$ cat config.mk
export PLATFORM = sky130hd
export DESIGN_NAME = ram_port_arbiter
export DESIGN_NICKNAME = d
export VERILOG_FILES = /design/src/rtl/ram_port_arbiter_pkg.sv /design/src/rtl/rr_arbiter2.sv /design/src/rtl/ram_port_arbiter.sv
export SDC_FILE = /design/constraint.sdc
export NUM_CORES = 1
export LEC_CHECK = 0
export CORE_ASPECT_RATIO = 1.25
export CORE_MARGIN = 4
export CORE_UTILIZATION = 35
export CTS_BUF_LIST = sky130_fd_sc_hd__clkbuf_4 sky130_fd_sc_hd__clkbuf_8
export CTS_CLUSTER_DIAMETER = 100
export DETAILED_ROUTE_END_ITERATION = 12
export MAX_ROUTING_LAYER = met4
export PLACE_DENSITY = 0.75
export SLEW_MARGIN = 20
export SYNTH_ARGS = -nofsm -noshare
export SYNTH_HDL_FRONTEND = slang
export SYNTH_HIERARCHICAL = 1
export SYNTH_SLANG_ARGS = --single-unit
$ cat constraint.sdc
create_clock -name clk -period 1.7 [get_ports clk]
set_input_delay 0.34 -clock clk [delete_from_list [all_inputs] [get_ports clk]]
set_output_delay 0.34 -clock clk [all_outputs]
set_load 0.05 [all_outputs]
$ cat src/rtl/ram_port_arbiter_pkg.sv
// Shared definitions for the block-RAM port-A arbiter: state encoding and
// default geometry of the 2048x32 RAM.
package ram_port_arbiter_pkg;

   localparam int ADDR_W_DEF = 11;
   localparam int DATA_W_DEF = 32;

   typedef enum logic [1:0] {
      ST_IDLE    = 2'd0,
      ST_ISSUE   = 2'd1,
      ST_CAPTURE = 2'd2,
      ST_DONE    = 2'd3
   } state_t;

endpackage

$ cat src/rtl/rr_arbiter2.sv
// Combinational two-way round-robin pick: a lone request wins outright, a tie
// goes to the requester that was not granted last.
module rr_arbiter2 (
   input  logic [1:0] req,
   input  logic       last,
   output logic       grant_valid,
   output logic       sel
);

   always_comb begin
      grant_valid = |req;
      sel         = 1'b0;
      case (req)
         2'b01:   sel = 1'b0;
         2'b10:   sel = 1'b1;
         2'b11:   sel = ~last;
         default: sel = 1'b0;
      endcase
   end

endmodule

$ cat src/rtl/ram_port_arbiter.sv
// Shares RAM port A between two bus requesters with round-robin arbitration
// and a fixed four-cycle request-to-ack sequence; all outputs registered.
module ram_port_arbiter
   import ram_port_arbiter_pkg::*;
#(
   parameter int ADDR_W = ADDR_W_DEF,
   parameter int DATA_W = DATA_W_DEF
) (
   input  logic              clk,
   input  logic              rst,
   input  logic              m0_req,
   input  logic              m0_we,
   input  logic [ADDR_W-1:0] m0_addr,
   input  logic [DATA_W-1:0] m0_wdata,
   output logic [DATA_W-1:0] m0_rdata,
   output logic              m0_ack,
   input  logic              m1_req,
   input  logic              m1_we,
   input  logic [ADDR_W-1:0] m1_addr,
   input  logic [DATA_W-1:0] m1_wdata,
   output logic [DATA_W-1:0] m1_rdata,
   output logic              m1_ack,
   output logic              ram_en,
   output logic              ram_we,
   output logic [ADDR_W-1:0] ram_addr,
   output logic [DATA_W-1:0] ram_wdata,
   input  logic [DATA_W-1:0] ram_rdata,
   output logic              busy
);

   state_t state;
   logic   sel;
   logic   last;
   logic   arb_valid;
   logic   arb_sel;

   rr_arbiter2 u_rr (
      .req         ({m1_req, m0_req}),
      .last        (last),
      .grant_valid (arb_valid),
      .sel         (arb_sel)
   );

   always_ff @(posedge clk) begin
      if (rst) begin
         state     <= ST_IDLE;
         sel       <= 1'b0;
         last      <= 1'b1;
         ram_en    <= 1'b0;
         ram_we    <= 1'b0;
         ram_addr  <= '0;
         ram_wdata <= '0;
         m0_rdata  <= '0;
         m1_rdata  <= '0;
         m0_ack    <= 1'b0;
         m1_ack    <= 1'b0;
         busy      <= 1'b0;
      end else begin
         case (state)
            // Arbitrate and latch the winner's command; later changes on its
            // inputs are ignored until the next IDLE.
            ST_IDLE: begin
               if (arb_valid) begin
                  sel       <= arb_sel;
                  last      <= arb_sel;
                  ram_en    <= 1'b1;
                  ram_we    <= arb_sel ? m1_we    : m0_we;
                  ram_addr  <= arb_sel ? m1_addr  : m0_addr;
                  ram_wdata <= arb_sel ? m1_wdata : m0_wdata;
                  busy      <= 1'b1;
                  state     <= ST_ISSUE;
               end
            end
            // RAM samples the command at the end of this cycle.
            ST_ISSUE: begin
               ram_en <= 1'b0;
               ram_we <= 1'b0;
               state  <= ST_CAPTURE;
            end
            // Registered RAM output is valid now; hand it to the owner.
            ST_CAPTURE: begin
               if (sel) begin
                  m1_rdata <= ram_rdata;
                  m1_ack   <= 1'b1;
               end else begin
                  m0_rdata <= ram_rdata;
                  m0_ack   <= 1'b1;
               end
               state <= ST_DONE;
            end
            // Ack is visible for this single cycle.
            ST_DONE: begin
               m0_ack <= 1'b0;
               m1_ack <= 1'b0;
               busy   <= 1'b0;
               state  <= ST_IDLE;
            end
            default: state <= ST_IDLE;
         endcase
      end
   end

endmodule
==> reports/metrics.cfg, run 1 <==
[outcome]
status=completed

[route]
vias=4582
detail_route.wl_per_cell_um=16.2
drt-pass1-iter-count=7
drt_iter0_drc=185
vias_per_cell=4.86
drc=0
wirelength_mm=15.3
antenna_left=0

[synth]
synth.top_cell.area_share=0.486
ys_top_cells_by_count=134 x nand2_1, 116 x dfxtp_1, 66 x a21oi_1
synthTopCellsByArea=dfxtp_1 49%, nand2_1 11%, mux2i_1 9.4%, a211oi_2 7.9%, a21oi_1 6.9%
ys_warn_count=6
synth_edf_count=0
yosys.cell_types.count=24
yosysSeqAreaShare=0.486
ys_ff_latch=116
yosysTopAreaCell=dfxtp_1
synth_area_sq_mm=0.00478
synthCells=527
async_flop_share=0
synth_flop_cell=dfxtp_1
synth_area_per_cell_sq_um=9.06
synthesis.nets=659
synth_most_common_cell=nand2_1

[timing]
rsz0062_at_grt=false
fin_crit_ns=1.54
slew_headroom=0.763
finalMaxSlewViolations=0
fmax_mhz=650
period_share=0.906
setup_viol=0
tightest_slew_ns=0.355
clock_skew_ns=0.00926
finalHoldViolCount=0
worst_slack_ns=0.161

[clocking]
clockRootBuffer=clkbuf_8
hold_buffers=0
cts_tree=done
htreeDepth=4
post_cts_buffers=0
cts_made_buffers=17
max-clock-path-buffers=2
clkLatencyLatePin_ns=0.41
cts-resized-gates=0
clkSinkCount=116
clk_pin_slew_ns=0.07

[floorplanning]
fp.dieH_um=139
die_w_um=112
coreArea_sq_mm=0.0133
dieArea_sq_mm=0.0156
start_util=0.359
rows=47
io_pins=236

[place]
place_inst=911
dp_hpwl_mm=11.7
io_buffers=235
dp_slack_ns=-0.146
gp_congestion=0.903

[critical_path]
slowest_delay_ns=0.44
cp.required_ns=2.00
crit_family=flip-flops
slowest_stage=dfxtp_1
reg2reg_slack_ns=0.16
critPathBufInv=2
endpoint_kind=flop
crit_type=flop to flop
start_kind=flop
crit_arrival_ns=1.84
cp_max_fo=22
path_cells=inv_1 > ha_1 > and2_1 > buf_4 > nand2_1 > a21oi_1

[job]
cap_violations=0

[cells_and_area]
seq_area_sq_mm=0.00232
drive_gt1_frac=0.259
antennaDiodeCount=0
fillers=1156
nNetsFinal=891
instances_no_fill=942
multiInputGateArea_sq_mm=0.00221
syn2layout_area_growth_pct=58.3

[global_route]
grt_pass1_vias=4560
globalRouteTotalUtil=0.195
grt.overflow.total=0
grt_max_degree=41
grt_pass1_wl_mm=23.7
antenna_found_initial=0

[power_and_ir_drop]
power_density_mw_per_mm2=1650
leakage_nw=3.06
vdd_drop_max_uv=712

[min_path]
hp-class=input port to flop

where the power goes:
part	total (mW)	switching, mW	internal [mW]
combinational	5.92	3.85	2.08
clock	2.84	1.09	1.76
sequential	3.74	0.386	3.35
layout make-up:
cell class,count,area share
clock buffers,22,0.0392
flip-flops and latches,116,0.307
multi-input cells,366,0.292
well taps,171,0.0283
repair buffers,255,0.312
clock inverters,9,0.0199
inverters,3,0.00149
cells by family (layout without fill, tap and decap cells):
family	Yosys count	after routing	synth area share
AO/OA/AOI/OAI	116	116	0.179
flip-flops	116	116	0.486
adder cells (fa/ha/maj)	8	8	0.0210
AND/OR/NAND/NOR	194	194	0.158
multiplexers	48	48	0.101
buffers and inverters	45	289	0.0545
per-stage QoR:
| step | power (mW) | hold WS, ns | util | cell area (sq um) | TNS [ns] |
|---|---|---|---|---|---|
| global placement | 9.63 | 0.443 | 0.535 | 7110 | -2.89 |
| detailed placement | 9.77 | 0.447 | 0.535 | 7110 | -4.01 |
| global route | 13.2 | 0.309 | 0.569 | 7560 | 0 |
| floorplan | 7.84 | 0.437 | - | 4780 | 0 |
| CTS | 12.7 | 0.296 | 0.569 | 7560 | 0 |
| finish | 12.5 | 0.330 | 0.569 | 7560 | 0 |
state kept, by name (all words and copies together) (netlist names):
signal     flops
last           1
m0_rdata      32
m1_ack         1
m1_rdata      32
m0_ack         1
ram_addr      11
state          2
sel            1
ram_en         1
busy           1
ram_we         1
ram_wdata     32
routing by layer:
metal  share of wire  GRT usage  vias up  routed length [um]
met2            0.48      0.311      211                7270
li1                -          -     2250                   -
met5               0          -        -                   0
met3           0.098     0.0786       16                1490
met4           0.011     0.0614        0                 163
met1            0.42      0.225     2105                6340
worst paths after layout:
| check | from | to | cells past startpoint |
|---|---|---|---|
| min | rst | m1_rdata[31] | 2 |
| min reg2reg | m0_rdata[29] | m0_rdata[29] | 2 |
| max reg2reg | state[0] | m1_rdata[23] | 6 |
| max | state[0] | m1_rdata[23] | 6 |
cell usage in the layout, fill, tap and decap left out, types with 4 or more instances in the layout:
| cell | synthesis | final |
|---|---|---|
| mux2i_1 | 45 | 45 |
| a211oi_2 | 30 | 30 |
| dfxtp_1 | 116 | 116 |
| ha_1 | 8 | 8 |
| a211oi_1 | 17 | 17 |
| buf_12 | 0 | 11 |
| clkbuf_8 | 0 | 21 |
| nand2_1 | 134 | 134 |
| buf_4 | 7 | 122 |
| a21oi_1 | 66 | 66 |
| bufinv_16 | 0 | 4 |
| clkdlybuf4s50_1 | 0 | 122 |
| nor2_1 | 50 | 50 |
Power figures use the tool's default switching activity.
==> run 2, diff against run 1 <==
Settings changed: CORE_UTILIZATION 35 to 34, PLACE_DENSITY 0.75 to 0.73.
==> reports/metrics.cfg, run 2 (synthesis results as in run 1) <==
[global_route]
globalRouteTotalUtil=0.186  ; -0.00909
antenna_found_initial=0  ; unchanged
grt.overflow.total=0  ; unchanged
grt_max_degree=69  ; +68%
grt_pass1_wl_mm=23.1  ; -2.6%
grt_pass1_vias=4651  ; +2.0%

[route]
drt_iter0_drc=105  ; -43%
detail_route.wl_per_cell_um=15.7  ; -3.4%
antenna_left=0  ; unchanged
vias=4538  ; -0.96%
drc=0  ; unchanged
drt-pass1-iter-count=5  ; -2
wirelength_mm=14.8  ; -3.4%
vias_per_cell=4.82  ; -0.96%

[min_path]
hp-class=input port to flop

[power_and_ir_drop]
cell_internal_pwr_mw=6.93  ; -3.6%
p_total_mw=12.3  ; -1.3%
p_switching_mw=5.42  ; +1.9%
power_density_mw_per_mm2=1640  ; -0.56%
p_comb_frac=0.480  ; +0.006
leakage_nw=3.01  ; -1.7%
power_frac_seq=0.300  ; about the same
pwr-share-clk=0.219  ; -0.008
swShare=0.439  ; +0.0135
vdd_drop_max_uv=927  ; +30%

[clocking]
clockRootBuffer=clkbuf_8
clkSinkCount=116  ; unchanged
cts-resized-gates=0  ; unchanged
cts_tree=done
post_cts_buffers=0  ; unchanged
cts_made_buffers=17  ; unchanged
clkLatencyLatePin_ns=0.42  ; about the same
max-clock-path-buffers=2  ; unchanged
clk_pin_slew_ns=0.08  ; about the same
htreeDepth=4  ; unchanged
hold_buffers=0  ; unchanged

[floorplanning]
io_pins=236  ; unchanged
dieArea_sq_mm=0.0160  ; +2.7%
die_w_um=114  ; +1.4%
start_util=0.346  ; -0.0136
fp.dieH_um=141  ; +1.4%
rows=48  ; +2.1%
coreArea_sq_mm=0.0138  ; +3.9%

[timing]
tightest_slew_ns=0.347  ; -0.00761 ns
clock_skew_ns=0.00878  ; -0.000480 ns
slew_headroom=0.769  ; +0.00508
period_share=0.900  ; -0.00590
finalHoldViolCount=0  ; unchanged
fin_tns_setup_ns=0  ; unchanged
fin_crit_ns=1.53  ; -0.0100 ns
worst_slack_ns=0.171  ; +0.0100 ns
setup_viol=0  ; unchanged
fmax_mhz=654  ; +0.66%
rsz0062_at_grt=false
holdWs_ns=0.310  ; -0.0205 ns
finalMaxSlewViolations=0  ; unchanged

[cells_and_area]
syn2layout_area_growth_pct=57.2
antennaDiodeCount=0  ; unchanged
nNetsFinal=886  ; -0.56%
final_cell_mix=134 x nand2_1, 122 x clkdlybuf4s50_1, 117 x buf_4, 116 x dfxtp_1, 66 x a21oi_1
drive_gt1_frac=0.256  ; -0.00386
top_regs=m0_rdata (32), m1_rdata (32), ram_wdata (32)
layout_commonest_cell=nand2_1
instances_no_fill=942  ; unchanged

[job]
cap_violations=0  ; unchanged

[critical_path]
cp_max_fo=28  ; +27%
crit_type=flop to flop
slowest_delay_ns=0.36  ; -0.08 ns
start_kind=flop
path_cells=inv_1 > ha_1 > and2_4 > buf_12 > nor2_1 > a211oi_2
critPathBufInv=2  ; unchanged
endpoint_kind=flop
crit_arrival_ns=1.87  ; +0.03 ns
cp.required_ns=2.05  ; +0.05 ns
crit_family=flip-flops
slowest_stage=dfxtp_1

[place]
io_buffers=235  ; unchanged
place_inst=910  ; -0.11%
dp_hpwl_mm=10.9  ; -6.5%
dp_slack_ns=-0.194  ; -0.0479 ns
gp_congestion=0.776  ; -14%

[outcome]
status=completed

run 2: cell types whose count changed in the layout (fill, tap and decap cells not counted), sizes merged:
| cell | delta |
|---|---|
| buf | -5 |
| clkbuf | -4 |
| clkinv | -1 |
| bufinv | -1 |
| clkinvlp | +3 |
| inv | +4 |
run 2: per-stage QoR:
step	instance area, sq um	util
2_1_floorplan	4780	-
3_3_place_gp	7080	0.513
3_5_place_dp	7080	0.513
4_1_cts	7510	0.543
5_1_grt	7510	0.543
6_report	7510	0.543
run 2: metal layers:
metal	GRT usage	vias to the layer above	share of wire	wire, um
li1	-	2234	-	-
met2	0.313	182	0.50	7360
met5	-	-	0	0
met1	0.199	2092	0.39	5730
met4	0.0913	0	0.035	513
met3	0.0523	30	0.078	1150
run 2: worst reg2reg max path: cells and delay by family, from the launching register on:
kind	cells	cell delay, ns
and+or+nand+nor	2	0.34
buffers and inverters	2	0.34
adders and majority gates	1	0.22
DFF	1	0.36
AOI/OAI and AO/OA	1	0.19
run 2: cell type report:
cell class,instances,area (sq um)
fill,1268,6310
sequential,116,2320
timing repair buffer,250,2320
multi-input combinational,366,2210
clock buffer,18,248
tap,175,219
clock inverter,14,176
inverter,3,11.3
run 2: worst paths after layout:
check | from | to | slack [ns] | depth (start not counted)
max reg2reg | state[1] | ram_addr[5] | 0.17 | 6
min | rst | ram_wdata[21] | 0.31 | 2
min reg2reg | m0_rdata[7] | m0_rdata[7] | 0.45 | 2
max | state[1] | ram_addr[5] | 0.17 | 6
run 2: power by group through the flow:
stage | registers, mW | clock network, mW | logic [mW]
global route | 3.78 | 2.92 | 6.33
floorplan | 5.76 | 0 | 2.08
detailed placement | 3.77 | 0 | 5.99
CTS | 3.71 | 2.79 | 6.00
finish | 3.71 | 2.71 | 5.93
global placement | 3.74 | 0 | 5.84
==> run 3, diff against run 2 <==
Settings changed: SETUP_SLACK_MARGIN set to 0.15.
==> reports/metrics.cfg, run 3 (synthesis results as in run 1) <==
[critical_path]
endpoint_kind=flop
r2r-start=state[0]
crit_arrival_ns=1.78  ; -0.09 ns
cp.required_ns=2.02  ; -0.03 ns
critPathCapture=busy
timing.rr.end=ram_addr[5]
crit_start=m0_req
reg2reg_slack_ns=0.25  ; +0.08 ns
start_kind=input port
cp_max_fo=5  ; -82%
crit_type=input port to flop
worstRegToRegCells=6  ; unchanged

[global_route]
globalRouteTotalUtil=0.186  ; unchanged
grt_max_degree=69  ; unchanged
antenna_found_initial=0  ; unchanged
grt.overflow.total=0  ; unchanged
grt_pass1_vias=4651  ; unchanged
grt_pass1_wl_mm=23.1  ; unchanged

[floorplanning]
start_util=0.346  ; unchanged
io_pins=236  ; unchanged
fp.dieH_um=141  ; unchanged
rows=48  ; unchanged
die_w_um=114  ; unchanged
coreArea_sq_mm=0.0138  ; unchanged
dieArea_sq_mm=0.0160  ; unchanged

[clocking]
clockRootBuffer=clkbuf_8
clkSinkCount=116  ; unchanged
clk_pin_slew_ns=0.07  ; about the same
htreeDepth=4  ; unchanged
clkLatencyLatePin_ns=0.42  ; about the same
cts_made_buffers=17  ; unchanged
max-clock-path-buffers=2  ; unchanged
cts_tree=done

[cells_and_area]
syn2layout_area_growth_pct=57.7
antennaDiodeCount=0  ; unchanged
nNetsFinal=887  ; +0.11%
layout_commonest_cell=nand2_1
final_cell_mix=134 x nand2_1, 122 x clkdlybuf4s50_1, 118 x buf_4, 115 x dfxtp_1, 66 x a21oi_1
fin_util=0.545  ; +0.00190
top_regs=m0_rdata (32), m1_rdata (32), ram_wdata (32)
drive_gt1_frac=0.264  ; +0.00878
fillers=1268  ; unchanged

[timing]
setup_viol=0  ; unchanged
fin_crit_ns=1.46  ; -0.0707 ns
rsz0062_at_grt=true
tightest_slew_ns=0.346  ; -0.00155 ns
period_share=0.858  ; -0.0416
finalMaxSlewViolations=0  ; unchanged
holdWs_ns=0.315  ; +0.00474 ns
fin_tns_setup_ns=0  ; unchanged
slew_headroom=0.770  ; +0.00103
finalHoldViolCount=0  ; unchanged
fmax_mhz=686  ; +4.8%
clock_skew_ns=0.00888  ; +0.0000956 ns

[place]
gp_congestion=0.776  ; unchanged
io_buffers=235  ; unchanged
dp_hpwl_mm=10.9  ; unchanged

[route]
drc=0  ; unchanged
detail_route.wl_per_cell_um=15.6  ; about the same
drt-pass1-iter-count=4  ; -1
vias_per_cell=4.85  ; +0.64%
vias=4572  ; +0.75%
wirelength_mm=14.8  ; about the same
antenna_left=0  ; unchanged
drt_iter0_drc=114  ; +8.6%

[power_and_ir_drop]
leakage_nw=3.01  ; +0.22%
power_density_mw_per_mm2=1650  ; +0.17%
vdd_drop_max_uv=928  ; +0.10%

[min_path]
whs_path_depth=2  ; unchanged
hp-class=input port to flop

[job]
cap_violations=0  ; unchanged

[outcome]
status=completed

## run 3: changes by cell type in the layout (fill, tap and decap cells not counted), sizes merged
cell,delta
buf,+1
## run 3: worst min path at each step
stage                 start             to  slack [ns]
3_5_place_dp    m0_rdata[7]    m0_rdata[7]        0.45
4_1_cts                 rst  ram_wdata[21]        0.28
2_1_floorplan          last           last        0.44
5_1_grt                 rst  ram_wdata[21]        0.30
6_report                rst   ram_addr[10]        0.31
3_3_place_gp   m0_rdata[23]   m0_rdata[23]        0.44
## run 3: through the flow
| stage | power, mW | worst slack (ns) | cell area [sq um] | std cells |
|---|---|---|---|---|
| 2_1_floorplan | 7.84 | 0.229 | 4780 | 527 |
| 3_3_place_gp | 9.58 | -0.200 | 7080 | 910 |
| 3_5_place_dp | 9.76 | -0.194 | 7080 | 910 |
| 4_1_cts | 12.5 | 0.153 | 7510 | 942 |
| 5_1_grt | 13.1 | 0.141 | 7530 | 943 |
| 6_report | 12.4 | 0.241 | 7530 | 943 |
## run 3: where the power goes
part           total [mW]  internal [mW]  switching [mW]
logic                5.99           2.10            3.88
registers            3.71           3.35           0.359
clock network        2.71           1.51            1.20
## run 3: final cells by class
type / count / area (sq um) / area share
Timing Repair Buffer: 251 / 2330 / 0.309
Multi-Input combinational cell: 366 / 2230 / 0.296
Clock inverter: 14 / 176 / 0.0234
Inverter: 3 / 11.3 / 0.00150
Sequential cell: 116 / 2320 / 0.308
Clock buffer: 18 / 248 / 0.0329
Tap cell: 175 / 219 / 0.0291
## run 3: critical path: stages
cell and delay [ns]:
clkdlybuf4s50_1 0.50, or2_1 0.27, buf_4 0.15, mux2_2 0.27, a211oi_1 0.25
## run 3: per-layer routing
metal | up-vias | GRT usage | part of all wire
li1 | 2236 | - | -
met1 | 2116 | 0.199 | 0.38
met2 | 188 | 0.313 | 0.50
met3 | 32 | 0.0523 | 0.078
met4 | 0 | 0.0913 | 0.036
met5 | - | - | 0
## run 3: timing repair
item | in CTS | in global routing
buffers inserted | 0 | 1
hold buffers | 0 | 0
setup endpoints to repair | 0 | 46
gates resized for setup | 0 | 6
hold endpoints to repair | 0 | 0
